**src/rtl/arb_pkg.sv**
```systemverilog
// arb_pkg: shared types and default widths for the arb_bus_mux slice.
//   arb_state_e      - command FSM states
//   DEF_ADDR_W       - default address width
//   DEF_DATA_W       - default data width
//   DEF_TIMEOUT_CYC  - default response timeout in cycles (1..255)
//   CNT_W            - width of the response timeout counter
package arb_pkg;

  typedef enum logic [1:0] {
    S_IDLE  = 2'd0,
    S_ISSUE = 2'd1,
    S_WAIT  = 2'd2
  } arb_state_e;

  localparam int DEF_ADDR_W      = 32;
  localparam int DEF_DATA_W      = 32;
  localparam int DEF_TIMEOUT_CYC = 255;
  localparam int CNT_W           = 8;

endpackage

```
**src/rtl/arb_onehot_to_idx.sv**
```systemverilog
// arb_onehot_to_idx: reduce a (nominally one-hot) grant vector to the index
// of its lowest set bit and flag when more than one bit is set.
//   grant_i  in  N      grant vector
//   idx_o    out IDX_W  index of lowest set bit (0 when grant_i is zero)
//   any_o    out 1      grant_i has at least one bit set
//   multi_o  out 1      grant_i has more than one bit set
module arb_onehot_to_idx #(
  parameter int N     = 2,
  parameter int IDX_W = 1
) (
  input  logic [N-1:0]     grant_i,
  output logic [IDX_W-1:0] idx_o,
  output logic             any_o,
  output logic             multi_o
);

  localparam logic [N-1:0] ONE = {{(N-1){1'b0}}, 1'b1};

  // Scan from the top so the last (lowest) set bit wins.
  always_comb begin
    idx_o = '0;
    for (int i = N - 1; i >= 0; i--) begin
      if (grant_i[i]) idx_o = IDX_W'(i);
    end
  end

  assign any_o   = |grant_i;
  // Clearing the lowest set bit leaves something only if another bit was set.
  assign multi_o = |(grant_i & (grant_i - ONE));

endmodule

```
**src/rtl/arb_bus_mux.sv**
```systemverilog
// arb_bus_mux: single-outstanding command mux between NUM_REQ requesters and
// one downstream memory port. The upstream arbiter supplies a one-hot grant;
// this block captures the granted request, issues it downstream, waits for the
// response (or a timeout) and routes it back to the owner.
//   clk_i, rst_i            clock, async active-high reset
//   grant_i                 one-hot grant (sampled in IDLE only)
//   req_addr_i/wdata_i/we_i flattened per-requester request fields
//   req_ack_o               1-cycle pulse: request captured
//   rsp_valid_o             1-cycle pulse: response for requester i
//   rsp_rdata_o, rsp_err_o  shared response data / timeout flag
//   mem_valid_o, mem_ready_i, mem_addr_o, mem_wdata_o, mem_we_o  command port
//   mem_rsp_valid_i, mem_rdata_i  downstream response
//   busy_o                  FSM not IDLE
//   onehot_err_o            sticky: multi-hot grant seen in IDLE
module arb_bus_mux
  import arb_pkg::*;
#(
  parameter int NUM_REQ     = 2,
  parameter int ADDR_W      = DEF_ADDR_W,
  parameter int DATA_W      = DEF_DATA_W,
  parameter int TIMEOUT_CYC = DEF_TIMEOUT_CYC
) (
  input  logic                      clk_i,
  input  logic                      rst_i,
  input  logic [NUM_REQ-1:0]        grant_i,
  input  logic [NUM_REQ*ADDR_W-1:0] req_addr_i,
  input  logic [NUM_REQ*DATA_W-1:0] req_wdata_i,
  input  logic [NUM_REQ-1:0]        req_we_i,
  output logic [NUM_REQ-1:0]        req_ack_o,
  output logic [NUM_REQ-1:0]        rsp_valid_o,
  output logic [DATA_W-1:0]         rsp_rdata_o,
  output logic                      rsp_err_o,
  output logic                      mem_valid_o,
  input  logic                      mem_ready_i,
  output logic [ADDR_W-1:0]         mem_addr_o,
  output logic [DATA_W-1:0]         mem_wdata_o,
  output logic                      mem_we_o,
  input  logic                      mem_rsp_valid_i,
  input  logic [DATA_W-1:0]         mem_rdata_i,
  output logic                      busy_o,
  output logic                      onehot_err_o
);

  localparam int               IDX_W  = (NUM_REQ > 1) ? $clog2(NUM_REQ) : 1;
  localparam logic [CNT_W-1:0] TO_VAL = CNT_W'(TIMEOUT_CYC);
  localparam logic [NUM_REQ-1:0] ONE  = {{(NUM_REQ-1){1'b0}}, 1'b1};

  arb_state_e         r_state;
  logic [IDX_W-1:0]   r_idx;
  logic [CNT_W-1:0]   r_cnt;
  logic [ADDR_W-1:0]  r_addr;
  logic [DATA_W-1:0]  r_wdata;
  logic               r_we;
  logic               r_mem_valid;
  logic [NUM_REQ-1:0] r_ack;
  logic [NUM_REQ-1:0] r_rsp_valid;
  logic [DATA_W-1:0]  r_rdata;
  logic               r_err;
  logic               r_onehot_err;

  logic [IDX_W-1:0]   w_idx;
  logic               w_any;
  logic               w_multi;
  logic [ADDR_W-1:0]  w_addr;
  logic [DATA_W-1:0]  w_wdata;
  logic               w_we;
  logic [CNT_W-1:0]   w_cnt_nxt;

  arb_onehot_to_idx #(
    .N     (NUM_REQ),
    .IDX_W (IDX_W)
  ) u_idx (
    .grant_i (grant_i),
    .idx_o   (w_idx),
    .any_o   (w_any),
    .multi_o (w_multi)
  );

  assign w_addr    = req_addr_i[int'(w_idx)*ADDR_W +: ADDR_W];
  assign w_wdata   = req_wdata_i[int'(w_idx)*DATA_W +: DATA_W];
  assign w_we      = req_we_i[w_idx];
  assign w_cnt_nxt = r_cnt + 1'b1;

  always_ff @(posedge clk_i or posedge rst_i) begin
    if (rst_i) begin
      r_state      <= S_IDLE;
      r_idx        <= '0;
      r_cnt        <= '0;
      r_addr       <= '0;
      r_wdata      <= '0;
      r_we         <= 1'b0;
      r_mem_valid  <= 1'b0;
      r_ack        <= '0;
      r_rsp_valid  <= '0;
      r_rdata      <= '0;
      r_err        <= 1'b0;
      r_onehot_err <= 1'b0;
    end else begin
      // Ack and response are single-cycle pulses.
      r_ack       <= '0;
      r_rsp_valid <= '0;
      case (r_state)
        S_IDLE: begin
          if (w_any) begin
            r_idx       <= w_idx;
            r_addr      <= w_addr;
            r_wdata     <= w_wdata;
            r_we        <= w_we;
            r_ack       <= ONE << w_idx;
            r_mem_valid <= 1'b1;
            r_state     <= S_ISSUE;
            if (w_multi) r_onehot_err <= 1'b1;
          end
        end
        S_ISSUE: begin
          if (mem_ready_i) begin
            r_mem_valid <= 1'b0;
            r_cnt       <= '0;
            r_state     <= S_WAIT;
          end
        end
        S_WAIT: begin
          r_cnt <= w_cnt_nxt;
          // A real response beats a timeout landing on the same edge.
          if (mem_rsp_valid_i) begin
            r_rdata     <= mem_rdata_i;
            r_err       <= 1'b0;
            r_rsp_valid <= ONE << r_idx;
            r_state     <= S_IDLE;
          end else if (w_cnt_nxt == TO_VAL) begin
            r_rdata     <= '0;
            r_err       <= 1'b1;
            r_rsp_valid <= ONE << r_idx;
            r_state     <= S_IDLE;
          end
        end
        default: r_state <= S_IDLE;
      endcase
    end
  end

  assign req_ack_o    = r_ack;
  assign rsp_valid_o  = r_rsp_valid;
  assign rsp_rdata_o  = r_rdata;
  assign rsp_err_o    = r_err;
  assign mem_valid_o  = r_mem_valid;
  assign mem_addr_o   = r_addr;
  assign mem_wdata_o  = r_wdata;
  assign mem_we_o     = r_we;
  assign busy_o       = (r_state != S_IDLE);
  assign onehot_err_o = r_onehot_err;

endmodule
```
**config.mk**
```make
export PLATFORM = sky130hd
export DESIGN_NAME = arb_bus_mux
export DESIGN_NICKNAME = d
export VERILOG_FILES = /design/src/rtl/arb_pkg.sv /design/src/rtl/arb_onehot_to_idx.sv /design/src/rtl/arb_bus_mux.sv
export SDC_FILE = /design/constraint.sdc
export NUM_CORES = 1
export LEC_CHECK = 0
export ABC_AREA = 0
export BUFFER_PORTS_ARGS = -buffer_cell sky130_fd_sc_hd__buf_2
export CAP_MARGIN = 20
export CORE_AREA = 2 2 102 114
export CTS_CLUSTER_DIAMETER = 30
export CTS_CLUSTER_SIZE = 40
export DETAILED_ROUTE_END_ITERATION = 10
export DIE_AREA = 0 0 104 116
export GPL_TIMING_DRIVEN = 0
export PLACE_DENSITY = 0.95
export SYNTH_ARGS = -nofsm -noshare
export SYNTH_HDL_FRONTEND = slang
export SYNTH_SLANG_ARGS = --single-unit
```
**constraint.sdc**
```tcl
create_clock -name clk_i -period 7.25 [get_ports clk_i]
set_clock_uncertainty 0.1 [all_clocks]
set_input_delay 0.3625 -clock clk_i [delete_from_list [all_inputs] [get_ports clk_i]]
set_output_delay 0.3625 -clock clk_i [all_outputs]
set_load 0.005 [all_outputs]
```
# --- After elaboration in Yosys (flattened, before gate mapping) ---
# Index checks and enable logic that the tools add are counted.
op_classes:
  n_lt_le_gt_ge: 1
  shifts: 4
  n_reduce_logical: 13
  eq_ne: 6
  n_addsub: 2
  n_mux: 23
  bitwise: 1
ops:
  columns: ["operator", "n"]
  rows:
  - ["$shiftx A64 B7 Y32", 2]
  - ["$mux W32", 2]
  - ["$mux W2", 9]
  - ["$pmux W8 S2", 1]
  - ["$reduce_and A3 Y1", 3]
  - ["$add A8 B1 Y8 const B", 1]
  - ["$eq A8 B8 Y1 const B", 1]
  - ["$mux W1", 8]
  - ["$mux W8", 1]
  - ["$reduce_bool A2 Y1", 4]
  - ["$pmux W2 S3", 1]
  - ["$reduce_and A2 Y1", 3]
  - ["$reduce_or A2 Y1", 2]
  - ["$shl A1 B1 Y2 const A", 2]
  - ["$ne A3 B3 Y1 const B", 1]
  - ["$and A2 B2 Y2", 1]
  - ["$eq A2 B1 Y1 const B", 1]
  - ["$eq A2 B2 Y1 const B", 1]
  - ["$logic_not A2 Y1", 1]
  - ["$lt A1 B2 Y1 const B", 1]
  - ["$ne A2 B1 Y1 const B", 1]
  - ["$ne A2 B2 Y1 const B", 1]
  - ["$pmux W1 S2", 1]
  - ["$sub A2 B1 Y2 const B", 1]
totals:
  regBits: 115
  input_bits: 168
  out_inout_bits: 105
  wordCells: 62

# --- Depth between registers and ports, before layout ---
# Gate-level depths: netlist of the first run.
depth:
  ltp_word: 5
  depth_mapped: 6
  depth_no_buf: 5

# --- Hierarchy ---
# From an unflattened synthesis of the first run, not the netlist that was laid out.
hier_totals:
  hier_cells: 446
  area_unflattened_um2: 4986.0
modules_own_cells:
  columns: ["module", "area_each_um2", "instances", "seq_area_each_um2", "cells_each"]
  rows:
  - ["arb_bus_mux", 4963.5, 1, 2877.8, 443]
  - ["arb_onehot_to_idx", 22.5, 1, 0.0, 3]

# --- Worst setup path after synthesis of the first run ---
# Ideal clock, no wire load.
synth_path:
  kind: "register to register"
  start: "reg r_cnt[0]"
  end: "reg r_rdata[20] (netlist: rsp_rdata_o[20])"
  stages_incl_launch_ff: 7
  path_buffers: 1
  setup_slack_ns: 5.138
  setup_ns: 0.127
  required_time_ns: 7.023
  synth_period_minus_slack_ns: 2.112
  t_arrival_ns: 1.886
  path_cell_list: "dfrtp_1 ha_1 nand3_2 or3_4 a2111oi_4 buf_6 o21ai_1"
synth_between:
  elab_chain_cells: 4
synth_lines:
  columns: ["item", "line_no", "rtl"]
  rows:
  - ["start, declared", "arb_bus_mux.sv:50", "logic [CNT_W-1:0] r_cnt;"]
  - ["start signal, assigned", "arb_bus_mux.sv:123", "r_cnt <= w_cnt_nxt;"]
  - ["$add A8 B1 Y8", "arb_bus_mux.sv:82", "assign w_cnt_nxt = r_cnt + 1'b1;"]
  - ["$eq A8 B8 Y1", "arb_bus_mux.sv:130", "end else if (w_cnt_nxt == TO_VAL) begin"]
  - ["$reduce_bool A2 Y1 (no line)", null, null]
  - ["$reduce_and A2 Y1 (no line)", null, null]
  - ["end signal, assigned", "arb_bus_mux.sv:126", "r_rdata <= mem_rdata_i;"]
  - ["end, declared", "arb_bus_mux.sv:57", "logic [DATA_W-1:0] r_rdata;"]
# No other way between the ends.
# A chain may end at the register's enable or synchronous reset.

# --- Final worst setup path of the first run ---
layout_path:
  start: "reg r_cnt[0]"
  end: "reg r_rdata[16] (netlist: rsp_rdata_o[16])"
# Same word-level chain as after synthesis.

==> impl_metrics.py, run 1 <==
metrics = {
    "sta": {
        "finalWorstPathRequiredPeriod_ps": 2361,
        "finalCritPeriodShare_pct": 32.56,
        "final_number_of_setup_violating_endpoints": 0,
        "worstMarginPinSlew_ps": 686.7,
        "setup_total_negative_slack_ps": 0,
        "hold_viol": 0,
        "rsz0062_at_grt": "no",
        "achievable-frequency_mhz": 423.6,
        "slew_headroom_pct": 54.22,
        "timing_max_transition_violations_final": 0,
    },
    "yosys": {
        "cell_taking_the_most_area_after_synthesis": "dfrtp_1",
        "synthMostInstantiatedCell": "dfrtp_1",
        "syn-mean-instance-area_um2": 10.25,
        "seq_area_frac_synth_pct": 55.17,
        "synth_ff_type": "dfrtp_1",
        "cell_area_synth_um2": 5216,
        "synth_seq_cells": 115,
        "post-synth-top-area-fraction_pct": 55.17,
        "ys_types": 32,
        "synth_top_cells_by_area": "dfrtp_1, mux2i_1, o21ai_0",
        "synth-edff-count": 0,
        "syn-num-nets": 679,
        "synthTopCellsByCount": "dfrtp_1, nand2_1, o21ai_0",
        "syn-instance-count": 509,
        "postSynth.asyncResetShare_pct": 100.0,
        "yosys_warning_count": 0,
    },
    "cts": {
        "tritoncts": "done",
        "cts_resized": 0,
        "clock_tree.htree_level_count": 4,
        "cts_buffer_count": 17,
        "clkSinkCount": 115,
        "clock_tree_buffer_depth": 2,
        "worst_setup_hold_path_clk_slew_ps": 50,
        "cts-root-buf": "clkbuf_16",
        "clk-insertion-delay-late_ps": 400,
    },
    "worst_setup_path": {
        "r2r-start": "r_cnt[0]",
        "timing.reg2reg.worst_path_depth": 6,
        "worst_ep_arrival_time_ps": 2520,
        "timing.critical_path.fanout_max": 10,
        "start_kind": "flop",
        "reg2reg_to": "rsp_rdata_o[16]",
        "r2r_slack_ps": 4890,
        "critPathCaptureType": "flop",
        "worst-endpoint-required_ps": 7410,
        "crit_type": "reg -> reg",
    },
    "power": {
        "pwr_density_cell_nw_per_um2": 403.2,
        "worst_ir_drop_vdd_mv": 0.2307,
        "leakage_nw": 3.680,
    },
    "floorplanning": {
        "ios": 273,
        "core_area_um2": 10810,
        "initial_core_util_pct": 48.25,
        "num_rows": 40,
        "floorplan.die_area_um2": 12060,
        "chipHeight_um": 116,
        "floorplan.die.width_um": 104,
    },
    "global_route": {
        "globalRouteTotalUtil_pct": 26.04,
        "initial_antenna_violation_count": 1,
        "grt_pass1_wl_mm": 24.50,
        "number_of_global_route_vias_before_repair": 4906,
        "grt_max_degree": 41,
        "global_route.overflow_total": 0,
    },
    "place": {
        "place_inst": 930,
        "placedInstanceArea_um2": 6804,
        "hpwl_dp_mm": 12.02,
        "buffer_ports.inserted": 272,
        "gp_routability_congestion": 0.8233,
    },
    "route": {
        "drc": 0,
        "viasPerCell": 5.303,
        "antenna_left": 0,
        "wirelength_mm": 15.77,
        "routed_length_per_instance_um": 16.34,
        "drtPass1Iterations": 5,
        "first_iter_violations": 320,
        "routed-via-count": 5117,
    },
    "cells_and_area": {
        "post-route-cell-area_um2": 7451,
        "p_r_area_growth_vs_syn_pct": 42.84,
        "final_net_count": 973,
        "layout_cells_excl_fill": 965,
        "layout.filler_cells": 847,
        "post-route-util_pct": 68.92,
        "layout-drive-gt1-share_pct": 39.46,
    },
    "outcome": {
        "run_status": "completed",
    },
    "min_path": {
        "holdCritStartpoint": "mem_ready_i",
        "hold_end": "r_state[0]",
        "hold_path_class": "in -> reg",
        "hold_depth": 2,
    },
    "job": {
        "cap_violations": 0,
    },
}
-- worst max path at each step --
stage	depth (start not counted)	start	endpoint
6_report	6	r_cnt[0]	rsp_rdata_o[16]
5_1_grt	6	r_cnt[0]	rsp_rdata_o[1]
2_1_floorplan	1	rst_i	mem_addr_o[0]
3_3_place_gp	2	rst_i	mem_wdata_o[20]
4_1_cts	6	r_cnt[0]	rsp_rdata_o[27]
3_5_place_dp	5	grant_i[1]	mem_wdata_o[2]
-- registers in the layout, summed over array words and instances, names as in the netlist --
name,count
rsp_rdata_o,32
rsp_err_o,1
mem_we_o,1
rsp_valid_o,2
req_ack_o,2
mem_addr_o,32
mem_valid_o,1
r_state,2
mem_wdata_o,32
r_cnt,8
onehot_err_o,1
r_idx,1
-- placed cells by master, fill, tap and decap left out, types with 3 or more instances in the layout --
cell and instances:
o21ai_1 8, inv_1 4, bufinv_16 4, nand2_1 108, a21oi_1 3, clkbuf_1 29, mux2i_1 66, a22oi_1 32
o21ai_0 98, nor2_1 3, buf_2 277, buf_6 3, clkinv_4 5, clkbuf_16 17, and2_1 3, a21o_1 3
o21ai_2 3, dfrtp_1 115, o31ai_1 3
-- report_power, final --
group          internal [mW]  switching (mW)  leakage, nW  total [mW]
clock                  0.578           0.304        0.304       0.882
combinational          0.447           0.557         2.04        1.00
sequential             0.930           0.188         1.34        1.12
total                   1.96            1.05         3.68        3.00
-- cell type report --
| type | count | area, um2 | share of cell area [%] |
|---|---|---|---|
| multi-input combinational | 351 | 2148 | 28.83 |
| timing repair buffer | 275 | 1411 | 18.94 |
| buffer | 37 | 167.7 | 2.250 |
| tap | 147 | 183.9 | 2.469 |
| inverter | 6 | 25.02 | 0.3359 |
| sequential | 115 | 2878 | 38.62 |
| antenna | 2 | 5.005 | 0.06717 |
| clock inverter | 15 | 206.4 | 2.771 |
| clock buffer | 17 | 425.4 | 5.709 |
-- cell families (layout without fill, tap and decap cells) --
logic type	Yosys count	after routing	synth area share, %
compound gates	153	153	17.32
simple gates	126	126	10.05
flops	115	115	55.17
mux	66	66	12.66
buf+inv	43	350	3.646
xor+xnor	4	4	0.6717
fa+ha+maj	2	2	0.4797
other cells	0	2	0
-- critical path: stages, from the launching register on --
cell	delay, ps
dfrtp_1	410
ha_1	260
nand3_2	120
or3_4	410
a2111oi_4	580
buf_6	210
o21ai_0	110
-- through the flow --
step | total power [mW] | hold WS (ps) | worst slack (ps)
after global placement | 2.062 | 335.1 | 2517
after detailed placement | 2.122 | 339.3 | 4896
after CTS | 3.017 | 71.05 | 4887
final | 3.004 | 84.35 | 4889
after global routing | 3.205 | 82.98 | 4764
after floorplan | 1.604 | 326.9 | 3743
-- metal layers --
metal	part of all wire, %	global-route usage, %	wire length (um)	vias to the layer above
li1	-	-	-	2378
met1	37	29.94	5835	2414
met2	52	45.88	8241	286
met3	7.9	6.918	1238	39
met4	2.9	12.25	451	0
met5	0	0	0	-
-- what timing repair did --
item | CTS | global route
endpoints found under the hold margin | 39 | 0
hold buffers | 1 | 0
buffers inserted | 0 | 0
Note: power is estimated with default switching activity, not from simulation.
==> run 2: changes to the inputs <==
- ABC_AREA: 0 -> 1
- CORE_AREA: 2 2 102 114 -> 2 2 110 122
- DIE_AREA: 0 0 104 116 -> 0 0 112 124
- PLACE_DENSITY: 0.95 -> 0.86
- clock period: 7.25 -> 2.1 ns (I/O delays scaled with it)
==> impl_metrics.py, run 2 <==
metrics = {
    "outcome": {
        "run_status": "completed",
    },
    "route": {
        "drc": 0,
        "antenna_left": 0,
        "viasPerCell": 5.349,
        "drtPass1Iterations": 6,
        "highest_metal_used": "met4",
        "routed_length_per_instance_um": 17.76,
        "wirelength_mm": 21.81,
        "met3_length_mm": 2.333,
        "first_iter_violations": 516,
        "met1_length_mm": 7.558,
        "routed-via-count": 6568,
        "met2_wirelength_mm": 10.49,
    },
    "worst_setup_path": {
        "critPathCaptureType": "flop",
        "timing.reg2reg.worst_path_depth": 7,
        "start_kind": "flop",
        "worst_ep_arrival_time_ps": 2200,
        "crit_type": "reg -> reg",
        "timing.critical_path.fanout_max": 10,
        "worst-endpoint-required_ps": 2320,
    },
    "sta": {
        "worst_hold_slack_ps": 320.4,
        "timing_max_transition_violations_final": 0,
        "rsz0062_at_grt": "no",
        "worstMarginPinSlew_ps": 865.2,
        "hold_viol": 0,
        "final_number_of_setup_violating_endpoints": 0,
        "slew_headroom_pct": 42.20,
        "finalCritPeriodShare_pct": 94.28,
        "achievable-frequency_mhz": 505.1,
        "finalWorstPathRequiredPeriod_ps": 1980,
    },
    "cells_and_area": {
        "final_net_count": 1225,
        "mostFrequentLayoutCell": "buf_2",
        "mostFrequentLayoutCells": "buf_2, nand2_1, dlygate4sd3_1",
        "p_r_area_growth_vs_syn_pct": 78.70,
        "layout_cells_excl_fill": 1228,
        "layout-drive-gt1-share_pct": 31.65,
        "post-route-cell-area_um2": 8890,
    },
    "global_route": {
        "number_of_global_route_vias_before_repair": 6766,
        "initial_antenna_violation_count": 2,
        "grt_pass1_wl_mm": 33.03,
        "grt_max_degree": 43,
        "globalRouteTotalUtil_pct": 30.42,
        "global_route.overflow_total": 0,
    },
    "place": {
        "gp_routability_congestion": 0.8049,
        "buffer_ports.inserted": 272,
        "place_inst": 1025,
        "placedInstanceArea_um2": 6576,
        "hpwl_dp_mm": 11.63,
    },
    "floorplanning": {
        "floorplan.die_area_um2": 13890,
        "ios": 273,
        "initial_core_util_pct": 39.52,
        "chipHeight_um": 124,
        "floorplan.die.width_um": 112,
        "num_rows": 43,
        "core_area_um2": 12590,
    },
    "yosys": {
        "synth-edff-count": 0,
        "post-synth-top-area-fraction_pct": 57.85,
        "yosys_warning_count": 0,
        "syn-mean-instance-area_um2": 8.375,
        "cell_taking_the_most_area_after_synthesis": "dfrtp_1",
        "postSynth.asyncResetShare_pct": 100.0,
        "syn-instance-count": 594,
        "synthTopCellsByCount": "nand2_1, o21ai_0, dfrtp_1",
        "cell_area_synth_um2": 4975,
        "ys_types": 22,
        "seq_area_frac_synth_pct": 57.85,
        "synth_top_cells_by_area": "dfrtp_1, nand2_1, o21ai_0",
        "syn-num-nets": 764,
        "synthMostInstantiatedCell": "nand2_1",
        "synth_ff_type": "dfrtp_1",
        "synth_seq_cells": 115,
    },
    "min_path": {
        "hold_path_class": "in -> async",
    },
    "cts": {
        "cts_buffer_count": 17,
        "postCtsSetupBuffers": 0,
        "worst_setup_hold_path_clk_slew_ps": 60,
        "cts-root-buf": "clkbuf_16",
        "clock_tree.htree_level_count": 4,
        "clock_tree_buffer_depth": 2,
        "clk-insertion-delay-late_ps": 410,
        "tritoncts": "done",
        "clkSinkCount": 115,
    },
    "power": {
        "clock_power_share_pct": 27.6,
        "power.internal_mw": 6.794,
        "leakage_nw": 4.535,
        "switching_share_pct": 36.61,
        "worst_ir_drop_vdd_mv": 0.8608,
        "pwr_density_cell_nw_per_um2": 1206,
        "power.switching_mw": 3.924,
        "combPwrFrac_pct": 36.3,
        "share_seq_of_total_power_pct": 36.0,
    },
    "job": {
        "cap_violations": 0,
    },
}
-- run 2: logic make-up (layout without fill, tap and decap cells) --
kind of cell    after synthesis  in the layout  synth area share (%)
fa+ha+maj                     2              2                0.5029
compound gates              144            144                 14.76
simple gates                279            279                 22.01
flops                       115            115                 57.85
buf+inv                      54            528                 4.879
other cells                   0              3                     0
-- run 2: timing repair --
item	in CTS	in global routing
hold endpoints to repair	138	0
resized for setup	0	16
hold buffers	168	0
endpoints found under the setup margin	0	63
-- run 2: worst max-delay path, stage by stage, from the launching register on --
cell and delay [ps]:
dfrtp_1 430, nor2_1 170, inv_1 170, a21oi_2 210
buf_4 220, buf_2 230, o21ai_0 130, o21ai_0 240
-- run 2: final timing paths --
| check | slack [ps] | start | endpoint |
|---|---|---|---|
| setup / recovery | 120 | r_state[0] | mem_wdata_o[21] |
| hold / removal | 320 | rst_i | mem_valid_o |
| setup reg to reg | 120 | r_state[0] | mem_wdata_o[21] |
| hold reg to reg | 330 | r_idx | rsp_valid_o[0] |
| max in group asynchronous | 890 | rst_i | mem_addr_o[31] |
| min in group clk_i | 330 | mem_rdata_i[6] | rsp_rdata_o[6] |
-- run 2: per-layer routing --
metal,global-route usage [%],vias up
met4,20.20,0
met2,51.89,534
met1,32.45,3030
li1,-,2844
met3,10.22,160
met5,0,-
-- run 2: through the flow --
step | total power, mW | TNS, ps | util (%) | setup slack, ps
floorplan | 5.415 | 0 | - | 415.0
global placement | 7.001 | -27030 | 51.92 | -241.2
detailed placement | 7.150 | 0 | 52.24 | 127.7
CTS | 10.38 | 0 | 70.46 | 113.0
global route | 11.32 | 0 | 70.59 | 0.4885
finish | 10.72 | 0 | 70.61 | 120.0
-- run 2: power by group through the flow --
stage               logic (mW)  clock network (mW)  registers, mW
CTS                       3.61                3.00           3.77
finish                    3.89                2.96           3.86
global route              4.28                3.10           3.94
detailed placement        3.38                   0           3.77
floorplan                 1.57                   0           3.84
global placement          3.25                   0           3.75
-- run 2: area by class of cell --
type / count / area (um2)
antenna: 3 / 7.507
buffer: 34 / 172.7
clock buffer: 20 / 456.7
clock inverter: 12 / 156.4
fill: 821 / 3700
inverter: 20 / 78.83
multi-input combinational: 425 / 1859
sequential: 115 / 2879
tap: 157 / 196.4
timing repair buffer: 442 / 3083
